===== src/rtl/loteria_multi.sv =====
// Multi-player lottery grader: holds a K-number draw, grades one ticket per
// player per round, and keeps a saturating score for each player.
module loteria_multi #(
    parameter int W       = 4,
    parameter int K       = 4,
    parameter int N_JOG   = 2,
    parameter int SCORE_W = 5,
    parameter int RUN_MIN = 3,
    parameter int BONUS   = 2
) (
    input  logic                                         clock,
    input  logic                                         reset,
    input  logic [W-1:0]                                 numero,
    input  logic                                         insere,
    input  logic                                         fim,
    input  logic                                         fim_jogo,
    output logic [1:0]                                   premio,
    output logic [$clog2(K+1)-1:0]                       acertos,
    output logic [((N_JOG > 1) ? $clog2(N_JOG) : 1)-1:0] jogador,
    output logic                                         valido,
    output logic [N_JOG*SCORE_W-1:0]                     pontos,
    output logic                                         encerrado
);

    localparam int CW   = $clog2(K + 1);
    localparam int JW   = (N_JOG > 1) ? $clog2(N_JOG) : 1;
    localparam int IW   = $clog2(K);
    localparam int SMAX = (1 << SCORE_W) - 1;

    typedef enum logic [2:0] {
        SORTEIO,
        APOSTA,
        AVALIA,
        RODADA,
        FIM
    } state_t;

    state_t                   state_q, state_d;
    logic [W-1:0]             draw_q [K];
    logic [W-1:0]             draw_d [K];
    logic [CW-1:0]            pos_q, pos_d;
    logic [CW-1:0]            hits_q, hits_d;
    logic [CW-1:0]            run_q, run_d;
    logic [CW-1:0]            best_q, best_d;
    logic [CW-1:0]            acertos_q, acertos_d;
    logic [JW-1:0]            jog_q, jog_d;
    logic [1:0]               premio_q, premio_d;
    logic                     valido_q, valido_d;
    logic [N_JOG*SCORE_W-1:0] pontos_q, pontos_d;

    logic [IW-1:0]      idx;
    logic [CW-1:0]      run_inc;
    logic               run_ok;
    logic [SCORE_W-1:0] cur;
    logic [31:0]        sum;

    // pos stays below K whenever the draw is indexed
    assign idx     = pos_q[IW-1:0];
    assign run_inc = run_q + CW'(1);
    assign run_ok  = best_q >= CW'(RUN_MIN);
    assign cur     = pontos_q[int'(jog_q)*SCORE_W +: SCORE_W];
    assign sum     = 32'(cur) + 32'(hits_q) + (run_ok ? 32'(BONUS) : 32'd0);

    // Next-state, ticket grading and score update
    always_comb begin
        state_d   = state_q;
        draw_d    = draw_q;
        pos_d     = pos_q;
        hits_d    = hits_q;
        run_d     = run_q;
        best_d    = best_q;
        acertos_d = acertos_q;
        jog_d     = jog_q;
        premio_d  = premio_q;
        valido_d  = 1'b0;
        pontos_d  = pontos_q;
        if (fim_jogo && state_q != FIM) begin
            state_d = FIM;
        end else begin
            unique case (state_q)
                SORTEIO: begin
                    if (insere) begin
                        draw_d[idx] = numero;
                        if (pos_q == CW'(K - 1)) begin
                            pos_d   = '0;
                            jog_d   = '0;
                            state_d = APOSTA;
                        end else begin
                            pos_d = pos_q + CW'(1);
                        end
                    end
                end
                APOSTA: begin
                    if (insere) begin
                        pos_d = pos_q + CW'(1);
                        if (numero == draw_q[idx]) begin
                            hits_d = hits_q + CW'(1);
                            run_d  = run_inc;
                            if (run_inc > best_q) best_d = run_inc;
                        end else begin
                            run_d = '0;
                        end
                    end
                    if (fim || (insere && pos_q == CW'(K - 1))) begin
                        state_d = AVALIA;
                    end
                end
                AVALIA: begin
                    acertos_d = hits_q;
                    if (hits_q == CW'(K))          premio_d = 2'b10;
                    else if (run_ok)               premio_d = 2'b11;
                    else if (hits_q >= CW'(K / 2)) premio_d = 2'b01;
                    else                           premio_d = 2'b00;
                    pontos_d[int'(jog_q)*SCORE_W +: SCORE_W] =
                        (sum > 32'(SMAX)) ? SCORE_W'(SMAX) : sum[SCORE_W-1:0];
                    valido_d = 1'b1;
                    hits_d   = '0;
                    run_d    = '0;
                    best_d   = '0;
                    pos_d    = '0;
                    if (jog_q < JW'(N_JOG - 1)) begin
                        jog_d   = jog_q + JW'(1);
                        state_d = APOSTA;
                    end else begin
                        state_d = RODADA;
                    end
                end
                RODADA: begin
                    if (insere) begin
                        draw_d[0] = numero;
                        pos_d     = CW'(1);
                        jog_d     = '0;
                        state_d   = SORTEIO;
                    end
                end
                FIM: begin
                    state_d = FIM;
                end
                default: begin
                    state_d = SORTEIO;
                end
            endcase
        end
    end

    // State and datapath registers
    always_ff @(posedge clock or negedge reset) begin
        if (!reset) begin
            state_q   <= SORTEIO;
            draw_q    <= '{default: '0};
            pos_q     <= '0;
            hits_q    <= '0;
            run_q     <= '0;
            best_q    <= '0;
            acertos_q <= '0;
            jog_q     <= '0;
            premio_q  <= '0;
            valido_q  <= 1'b0;
            pontos_q  <= '0;
        end else begin
            state_q   <= state_d;
            draw_q    <= draw_d;
            pos_q     <= pos_d;
            hits_q    <= hits_d;
            run_q     <= run_d;
            best_q    <= best_d;
            acertos_q <= acertos_d;
            jog_q     <= jog_d;
            premio_q  <= premio_d;
            valido_q  <= valido_d;
            pontos_q  <= pontos_d;
        end
    end

    assign premio    = premio_q;
    assign acertos   = acertos_q;
    assign jogador   = jog_q;
    assign valido    = valido_q;
    assign pontos    = pontos_q;
    assign encerrado = (state_q == FIM);

endmodule


===== config.mk =====
export PLATFORM = sky130hd
export DESIGN_NAME = loteria_multi
export DESIGN_NICKNAME = d
export VERILOG_FILES = /design/src/rtl/loteria_multi.sv
export SDC_FILE = /design/constraint.sdc
export NUM_CORES = 1
export LEC_CHECK = 0
export ABC_AREA = 1
export BUFFER_PORTS_ARGS = -buffer_cell sky130_fd_sc_hd__buf_2
export CAP_MARGIN = 10
export CORE_MARGIN = 5
export CORE_UTILIZATION = 45
export DETAILED_ROUTE_END_ITERATION = 10
export GPL_TIMING_DRIVEN = 0
export PLACE_DENSITY = 0.64
export SLEW_MARGIN = 20
export SYNTH_ARGS = -nofsm -noshare
export SYNTH_HDL_FRONTEND = slang
export SYNTH_SLANG_ARGS = --single-unit

===== constraint.sdc =====
create_clock -name clock -period 2.5 [get_ports clock]
set_input_delay 0.25 -clock clock [delete_from_list [all_inputs] [get_ports clock]]
set_output_delay 0.25 -clock clock [all_outputs]
set_load 0.005 [all_outputs]

======== Word-level counts from Yosys, hierarchy flattened ========
Index checks and enable logic that the tools add are counted.
word-level totals
  register bits after elaboration ......... 48
  input port bits ......................... 9
  output and inout bits ................... 18
  word-level logic and storage cells ...... 115
operators by class
  $add $sub $neg .......................... 7
  multipliers ............................. 1
  order comparisons ....................... 7
  eq/ne operators ......................... 19
  shift-type cells ........................ 3
  mux-type cells .......................... 44
  bitwise operators ....................... 2
  reductions and logical operators ........ 18
operator list
  kind                       count
  $mux W3                    16
  $neg A4 Y33                1
  $shift A5 B33 Y10 const A  1
  $shiftx A5 B33 Y10         1
  $shiftx A10 B32 Y5         1
  $pmux W3 S2                3
  $bwmux W16                 1
  $mux W16                   1
  $mux W4                    4
  $ne A3 B3 Y1 const B       5
  $pmux W3 S5                1
  $ne A2 B2 Y1 const B       7
  $pmux W3 S4                1
  $reduce_and A4 Y1          3
  $bwmux W10                 1
  $reduce_and A5 Y1          2
  $add A3 B1 Y3 const B      3
  $eq A3 B2 Y1 const B       3
  $bmux W4 S2                1
  $demux W4 S2               1
  $mux W2                    4
  $pmux W4 S2                1
  $add A6 B2 Y7              1
  $gt A7 B5 Y1 const B       1
  other kinds (25)           37

======== Depth between registers and ports, before layout ========
Gate-level depths: netlist (run 1).
  depth in word-level cells ............... 8
  mapped depth ............................ 14
  gate-level depth less buffers ........... 12

======== Worst setup path before layout (run 1) ========
OpenSTA, ideal clock, no wires.
  kind .................................... register -> register
  from .................................... reg jog_q (netlist: jogador)
  to ...................................... reg pontos_q[3] (netlist: pontos[3])
  setup time .............................. 0.127 ns
  arrival time ............................ 2.565 ns
  required time ........................... 2.373 ns
  path slack .............................. -0.192 ns
  cell stages (with the launch flop) ...... 12
  path buffers ............................ 1
  clock period less this slack ............ 2.692 ns
  path through ............................ dfrtp_1 buf_1 o21ai_0 fa_1 ha_1 fa_1 nand2_1 inv_1 o21ai_0 o21ai_0 nand2_1 o21ai_0
between the ends
  longest elaborated chain between the ends .. 8
  elaborated cells on any way between the ends .. 10
  classes of those cells .................. 3 x add/sub; 1 x mul; 1 x order compare; 3 x shift; 2 x mux
ends and longest elaborated chain
  item                    line     text
  start, declared         46       logic [JW-1:0] jog_q, jog_d;
  start signal, assigned  168      jog_q <= jog_d;
  $mul A1 B3 Y4 (*)       61, 114
  $shiftx A10 B32 Y5      61       assign cur = pontos_q[int'(jog_q)*SCORE_W +: SCORE_W];
  $add A5 B3 Y6           62       assign sum = 32'(cur) + 32'(hits_q) + (run_ok ? 32'(BONUS) : 32'd0);
  $add A6 B2 Y7           62
  $gt A7 B5 Y1            115      (sum > 32'(SMAX)) ? SCORE_W'(SMAX) : sum[SCORE_W-1:0];
  $mux W5                 115
  $shiftx A5 B33 Y10      114      pontos_d[int'(jog_q)*SCORE_W +: SCORE_W] =
  $bwmux W10 (*)          114
  end signal, assigned    171      pontos_q <= pontos_d;
  end, declared           49       logic [N_JOG*SCORE_W-1:0] pontos_q, pontos_d;
Every way passes the cells marked *; elsewhere a longest branch is shown, timed or not.
A chain may end at the register's enable or synchronous reset.

======== Worst setup path in the final report (run 1) ========
  from .................................... reg best_q[0]
  to ...................................... reg pontos_q[4] (netlist: pontos[4])
between the ends
  longest elaborated chain between the ends .. 7
ends and longest elaborated chain
  item                    line  text
  start, declared         44    logic [CW-1:0] best_q, best_d;
  start signal, assigned  166   best_q <= best_d;
  $ge A3 B2 Y1 (*)        60    assign run_ok = best_q >= CW'(RUN_MIN);
  $mux W2 (*)             62
  $add A6 B2 Y7 (*)       62
  $gt A7 B5 Y1            115
  $mux W5 (*)             115
  $shiftx A5 B33 Y10 (*)  114
  $bwmux W10 (*)          114
Marked as above.

==> results of run 1 <==
-- layer usage --
layer  share of wire (%)  routed length [µm]  vias to the layer above  GRT usage, %
li1                    -                   -                     1183             -
met1                  52                2940                     1046          22.9
met2                  43                2430                       33          23.6
met3                 4.0                 229                        6          3.63
met4                 1.3                  75                        0          4.95
met5                   0                   0                        -             0
-- cells in the mapped netlist, types with 2 or more instances --
library cell   n  area [µm²]
o31ai_1        5        37.5
o21a_1         2        15.0
nor2_1        23        86.3
nor2_8         3        60.1
inv_1         35         131
o21ai_1        4        20.0
o21ai_0       20         100
nand2_1       99         372
dfrtp_1       48        1200
o22ai_1        3        18.8
nand4_1        5        31.3
a21oi_1       19        95.1
ha_1          18         225
nand2_2        6        37.5
o211ai_1       2        15.0
or2_2          2        12.5
buf_6          2        22.5
nand3_1       16        80.1
inv_2          7        26.3
fa_1           2        40.0
nor2_2         2        12.5
nor2_4         4        45.0
-- per-stage QoR --
step / instances / total power (µW) / area, µm² / hold WS, ns / utilization [%]
final: 455 / 2250 / 3240 / 0.203 / 54.1
after global routing: 455 / 2450 / 3240 / 0.188 / 54.1
after CTS: 450 / 2220 / 3160 / 0.191 / 52.8
after detailed placement: 440 / 1710 / 3040 / 0.229 / 50.7
after global placement: 439 / 1690 / 3020 / 0.450 / 50.4
after floorplan: 338 / 1520 / 2790 / -0.0456 / -
-- final timing paths --
path	startpoint	to	slack, ns	cells past startpoint
min in group asynchronous	reset	draw_q[7]	0.41	2
worst max-delay path	best_q[0]	pontos[4]	0.09	12
worst min register to register	acertos[2]	acertos[2]	0.47	2
worst min-delay path	fim_jogo	state_q[0]	0.20	2
worst max register to register	best_q[0]	pontos[4]	0.09	12
max in group asynchronous	reset	jogador	1.57	3
-- kinds of logic after synthesis --
family | Yosys count | share of synthesized area [%]
AO/OA/AOI/OAI | 59 | 12.5
XOR/XNOR | 2 | 0.628
adder cells (fa/ha/maj) | 20 | 9.50
AND/OR/NAND/NOR | 164 | 27.8
flip-flops | 48 | 43.0
buffers and inverters | 45 | 6.59
-- placed cells by master (no fill, tap or decap), drive strengths merged, types with 18 or more instances in the layout --
| master | n |
|---|---|
| inv | 42 |
| dfrtp | 48 |
| nand3 | 18 |
| buf | 36 |
| nor2 | 32 |
| nand2 | 105 |
| a21oi | 20 |
| o21ai | 24 |
| ha | 18 |
-- power by group through the flow --
stage                     clock (µW)  sequential [µW]  combinational (µW)
final                            468              975                 811
after global routing             518              993                 937
after floorplan                    0              967                 553
after global placement             0              984                 705
after CTS                        487              973                 756
after detailed placement           0              989                 719
-- registers in the layout (all words and copies together), names as in the netlist, 2 cells and up --
| signal | flops |
|---|---|
| draw_q | 16 |
| pos_q | 3 |
| best_q | 3 |
| hits_q | 3 |
| state_q | 3 |
| pontos | 10 |
| premio | 2 |
| run_q | 3 |
| acertos | 3 |
-- layout make-up --
cell class	count	area share (%)
multi-input combinational	245	45.2
sequential	48	37.1
timing repair buffer	35	6.57
inverter	42	4.87
tap	75	2.90
clock buffer	5	2.12
buffer	2	0.695
clock inverter	3	0.579
-- what timing repair did --
action	4_1_cts	5_1_grt
endpoints found under the hold margin	17	0
hold buffers	1	0
endpoints found under the setup margin	10	9
pin swaps	2	8
setup buffers	1	6
gates resized for setup	8	12
==> summary.md, run 1 <==
| Metric | Value |
|---|---|
| GPL Wtd Cong | 0.825 |
| HP Class | primary input to flip-flop |
| Leakage | 0.00171 µW |
| Final WL | ~5700 µm |
| Run status | completed |
| Routed Antenna Nets | 0 |
| DIE HEIGHT | 88.8 µm |
| Sequential area share after synthesis | 43.0% |
| First-pass GRT wire length | between 9000 and 10000 µm |
| Yosys warning count | 0 |
| Clk slew on worst S/H paths | roughly 0.1 ns |
| Max Cap Violations | 0 |
| Vias | ~2.3k |
| Mean Syn Cell Area | slightly above 8 µm² |
| Total I/O pin count | 27 |
| Setup ws final | around 0.093 ns |
| Starting density of the core | 46.6% |
| Largest net degree at the start of global routing | 32 |
| Syn Std Cell Area | approximately 2800 µm² |
| Clock Power Share | 20.8% |
| Min Tclk post-route | around 2.4 ns |
| Vias in the first global route | between 2k and 2.5k |
| Antenna violations before repair | 0 |
| Total congestion overflow | 0 |
| Cell at the slowest stage of the critical path | fa_1 |
| Layout cell share with drive strength beyond 1 | a little under a quarter |
| Crit path buf inv count | 2 |
| Internal | between 1000 and 1500 µW |
| Fin. Hold Viols | 0 |
| Critical Path AT | roughly 2.6 ns |
| CTS Buf Count | 5 |
| Yosys cell types | 33 |
| FFs w/ async S/R, synth | 100% |
| Row cnt | 28 |
| EDFF count, synth | 0 |
| Final routed DRC violation total | 0 |
| Switching Fraction | a little under two fifths |
| Multi-input combinational cell area | between 1000 and 1500 µm² |
| Final Max Slew Viols | 0 |
| Gate power share | a little over a third |
| CTS H-tree depth | 2 |
| Crit. End Element | flip-flop |
| Top_reg_cell synth | dfrtp_1 |
| CP max stage delay | 0.46 ns |
| Dpl ws | -0.292 ns |
| Total negative slack | 0 ns |
| Synthesized Nets | between 300 and 400 |
| Sequential share of power | between 40% and 50% |
| Crit Path Category | flip-flop to flip-flop |
| Worst Tran Pin Value | between 0.4 and 0.5 ns |
| Ordered list of cells on the worst path | a21oi_2 -> inv_2 -> fa_1 -> ha_2 -> fa_2 -> nand2_2 -> inv_2 -> nor3_2 -> nand2_1 -> o31ai_4 -> nand2_1 -> o21a_1 |
| Period utilization | a little over nine tenths |
| P_sw | between 800 and 900 µW |
| RSZ-0062 raised after global routing | yes |
| Worst Skew | about 0.012 ns |
| Vias per cell | between 4 and 5 |
| Synth-to-Final Area Change | 16.0% |
| CP delay by family, top | adder cells |
| DR iter-0 viols | around 120 |
| Die area | around 8000 µm² |
| ANT cells | 0 |
| Flops & latches, synth | between 40 and 50 |
| Global-route usage over all layers | about 16% |
| CORE AREA | 5990 µm² |
| Fill cells | between 500 and 600 |
| Pre-antenna DRT Iters | 4 |
| Die Wd | 88.8 µm |
| Worst slew margin | a little over two thirds |
| Worst VDD drop | 0.318 mV |
| Critical Path Fanout Max | 3 |
| Highest Clock Rate | around 420 MHz |
| Buffers on Ports | 26 |
| Routed wire length per instance | approximately 12 µm |
| Fin nets | approximately 410 |
| Cell area power density | ~700 nW/µm² |
| CTS Sinks | 48 |
| Worst-case clock buffer depth | 2 |
| FF+latch area | between 1000 and 1500 µm² |
| Final setup fails | 0 |
| Required @ worst endpoint | 2.70 ns |
| Clock latency on the worst-skew pair | just over 0.3 ns |
| Clk Tree Root Cell | clkbuf_8 |
| Detailed Place HPWL | ~4200 µm |
| Worst Setup Start Kind | flip-flop |
| CTS tree | built |
| Cells after Synth | between 300 and 400 |
Power figures use the tool's default switching activity.
==> inputs of run 2 (changes only) <==
--- a/config.mk
+++ b/config.mk
@@ -8,6 +8,7 @@
 export ABC_AREA = 1
 export BUFFER_PORTS_ARGS = -buffer_cell sky130_fd_sc_hd__buf_2
 export CAP_MARGIN = 10
+export CORE_ASPECT_RATIO = 0.9
 export CORE_MARGIN = 5
 export CORE_UTILIZATION = 45
 export DETAILED_ROUTE_END_ITERATION = 10
==> run 2 against run 1 <==
Largest cell class unchanged. Worst setup slack gained 0.013 ns. Largest power group unchanged. The flow now finishes with violations (negative hold slack). Utilization fell by 1.8 points. Total power is 2.1% higher. Count of clock-buffer cells in the layout grew 1. Design area decreased by 1.9%. Die area barely moved. Sequential share of layout area rose by 0.73 points. Combinational power shrank 5.3%. Highest routed layer unchanged. Critical path type unchanged. Critical path depth is the same.
==> summary.md, run 2 (synthesis gave the netlist of run 1 again) <==
| Metric | Value |
|---|---|
| Layout cell share with drive strength beyond 1 | 20.8% (-2.1 points) |
| Detailed Place HPWL | 4220 µm (about the same) |
| Final routed DRC violation total | 0 (unchanged) |
| Max reg flops | 16 (unchanged) |
| Design area | 3180 µm² (-1.9%) |
| Global-route usage over all layers | 16.1% (+0.28 points) |
| Total chip power | 2300 µW (+2.1%) |
| Fin nets | 403 (-1.2%) |
| HP Class | primary input to asynchronous set/reset pin |
| Critical Path Fanout Max | 7 (+4) |
| P_sw | 819 µW (-3.2%) |
| Total congestion overflow | 0 (unchanged) |
| Cell at the slowest stage of the critical path | fa_1 |
| Buffers on Ports | 26 (unchanged) |
| CTS H-tree depth | 2 (unchanged) |
| Worst Skew | 0.00728 ns (-0.00452 ns) |
| Crit. End Element | flip-flop |
| Largest net degree at the start of global routing | 49 (+53%) |
| Antenna violations before repair | 0 (unchanged) |
| DR iter-0 viols | 165 (+36%) |
| Gate power share | 33.4% (-2.6 points) |
| RSZ-0062 raised after global routing | yes |
| Crit path buf inv count | 1 (-1) |
| Row cnt | 27 (-3.6%) |
| Worst-case clock buffer depth | 2 (unchanged) |
| Routed Antenna Nets | 0 (unchanged) |
| Sequential share of power | 42.4% (-0.8 points) |
| Period utilization | 95.8% (-0.52 points) |
| Pre-antenna DRT Iters | 4 (unchanged) |
| Leakage | 0.00169 µW (-1.4%) |
| Worst Tran Pin Value | 0.603 ns (+0.151 ns) |
| Final Non-Filler Cells | 447 (-1.8%) |
| CP delay by family, top | adder cells |
| Max Cap Violations | 0 (unchanged) |
| Clock latency on the worst-skew pair | 0.30 ns (about the same) |
| Total negative slack | 0 ns (unchanged) |
| Run status | finished with violations |
| Die area | 7880 µm² (about the same) |
| Switching Fraction | 35.6% (-2.0 points) |
| Most common cell after layout, fill and taps aside | nand2_1 |
| Clk slew on worst S/H paths | 0.09 ns (about the same) |
| Vias | 2256 (-0.53%) |
| GPL Wtd Cong | 0.809 (-2.0%) |
| Crit Path Category | flip-flop to flip-flop |
| DIE HEIGHT | 84.7 µm (-4.6%) |
| Final Max Slew Viols | 0 (unchanged) |
| Highest Clock Rate | 418 MHz (+0.54%) |
| Worst Setup Start Kind | flip-flop |
| GR Util met1 | 25.1% (+2.2 points) |
| First-pass GRT wire length | 10300 µm (+6.2%) |
| Fill cells | 570 (+0.71%) |
| Starting density of the core | 45.9% (-0.69 points) |
| Cell area power density | 724 nW/µm² (+4.1%) |
| Placed cell count | 436 (-0.91%) |
| Clk Tree Root Cell | clkbuf_8 |
| Fin. Hold Viols | 48 (+48) |
| ANT cells | 0 (unchanged) |
| CTS tree | built |
| Internal | 1480 µW (+5.3%) |
| Vias in the first global route | 2151 (+3.6%) |
| Ordered list of cells on the worst path | nand2_1 -> o21ai_2 -> fa_1 -> ha_2 -> fa_2 -> nand2_1 -> inv_2 -> nor3_2 -> nand2_1 -> o31ai_2 -> nand2_1 -> o21a_1 |
| Worst VDD drop | 0.362 mV (+14%) |
| Hold slack | -0.0475 ns (-0.251 ns) |
| Critical Path AT | 2.59 ns (-0.02 ns) |
| Most frequent cells in the layout | nand2_1, dfrtp_1, inv_1 |
| Most frequent cell on the critical path | nand2_1 |
| Worst slew margin | 59.8% (-10 points) |
| Synth-to-Final Area Change | 13.8% |
| CTS Buf Count | 5 (unchanged) |
| Routed wire length per instance | 12.6 µm (+1.4%) |
| Required @ worst endpoint | 2.70 ns (about the same) |
| Top reg by flops | draw_q |
| Placed Area | 3010 µm² (-0.78%) |
| CTS Sinks | 48 (unchanged) |
| Min Tclk post-route | 2.39 ns (-0.0130 ns) |
| Failing checks | negative hold slack |
| Clock Power Share | 24.2% (+3.4 points) |
| Final setup fails | 0 (unchanged) |
| Grt met3 use | 3.23% (-0.41 points) |
| Top Usage Layer GRT | met1 |
| Die Wd | 93.0 µm (+4.8%) |
| CP max stage delay | 0.47 ns (about the same) |
| Vias per cell | 5.05 (+1.3%) |
| Hold-fix buffers, CTS | 0 (-1) |
| Total I/O pin count | 27 (unchanged) |
| CORE AREA | 6080 µm² (+1.5%) |
| Routing usage on met2 | 23.0% (-0.66 points) |
| Final WL | 5650 µm (-0.37%) |
==> run 2: stage by stage <==
step                      utilization, %  worst slack (ns)  hold slack, ns
after floorplan                        -            0.0446         -0.0456
after global placement              49.5            -0.314           0.453
after detailed placement            49.5            -0.302           0.476
after CTS                           51.7           0.00765           0.181
after global routing                52.2            -0.122         0.00105
final                               52.2             0.106         -0.0475
==> run 2: what timing repair did <==
item | CTS | global route
resized for setup | 6 | 8
setup buffers | 1 | 3
setup endpoints to repair | 10 | 9
pin swaps | 0 | 5
==> run 2: cell type report <==
| type | instances | area [µm²] | area share, % |
|---|---|---|---|
| Clock inverter | 2 | 35.0 | 1.10 |
| Timing Repair Buffer | 30 | 160 | 5.04 |
| Clock buffer | 6 | 72.6 | 2.28 |
| Sequential cell | 48 | 1200 | 37.8 |
| Inverter | 42 | 158 | 4.96 |
| Tap cell | 72 | 90.1 | 2.84 |
| Multi-Input combinational cell | 245 | 1440 | 45.2 |
| Buffer | 2 | 22.5 | 0.709 |
==> run 2: power groups by stage <==
stage	combinational, µW	clock (µW)	sequential (µW)
detailed placement	724	0	988
floorplan	553	0	967
CTS	748	574	970
finish	768	557	976
global placement	704	0	987
global route	909	602	998
==> run 2: final timing paths <==
kind,from,cells past startpoint,slack [ns],end
worst max-delay path,jogador,12,0.11,pontos[4]
worst min-delay path,reset,1,-0.05,draw_q[0]
worst max register to register,jogador,12,0.11,pontos[4]
worst min register to register,acertos[2],2,0.49,acertos[2]
max in group asynchronous,reset,1,2.11,jogador
min in group clock,fim_jogo,2,0.24,state_q[0]
==> run 2: metal layers <==
metal / share of wire, % / vias to the layer above
met5: 0 / -
met1: 53 / 1048
li1: - / 1171
met3: 3.3 / 7
met4: 0.94 / 0
met2: 43 / 30
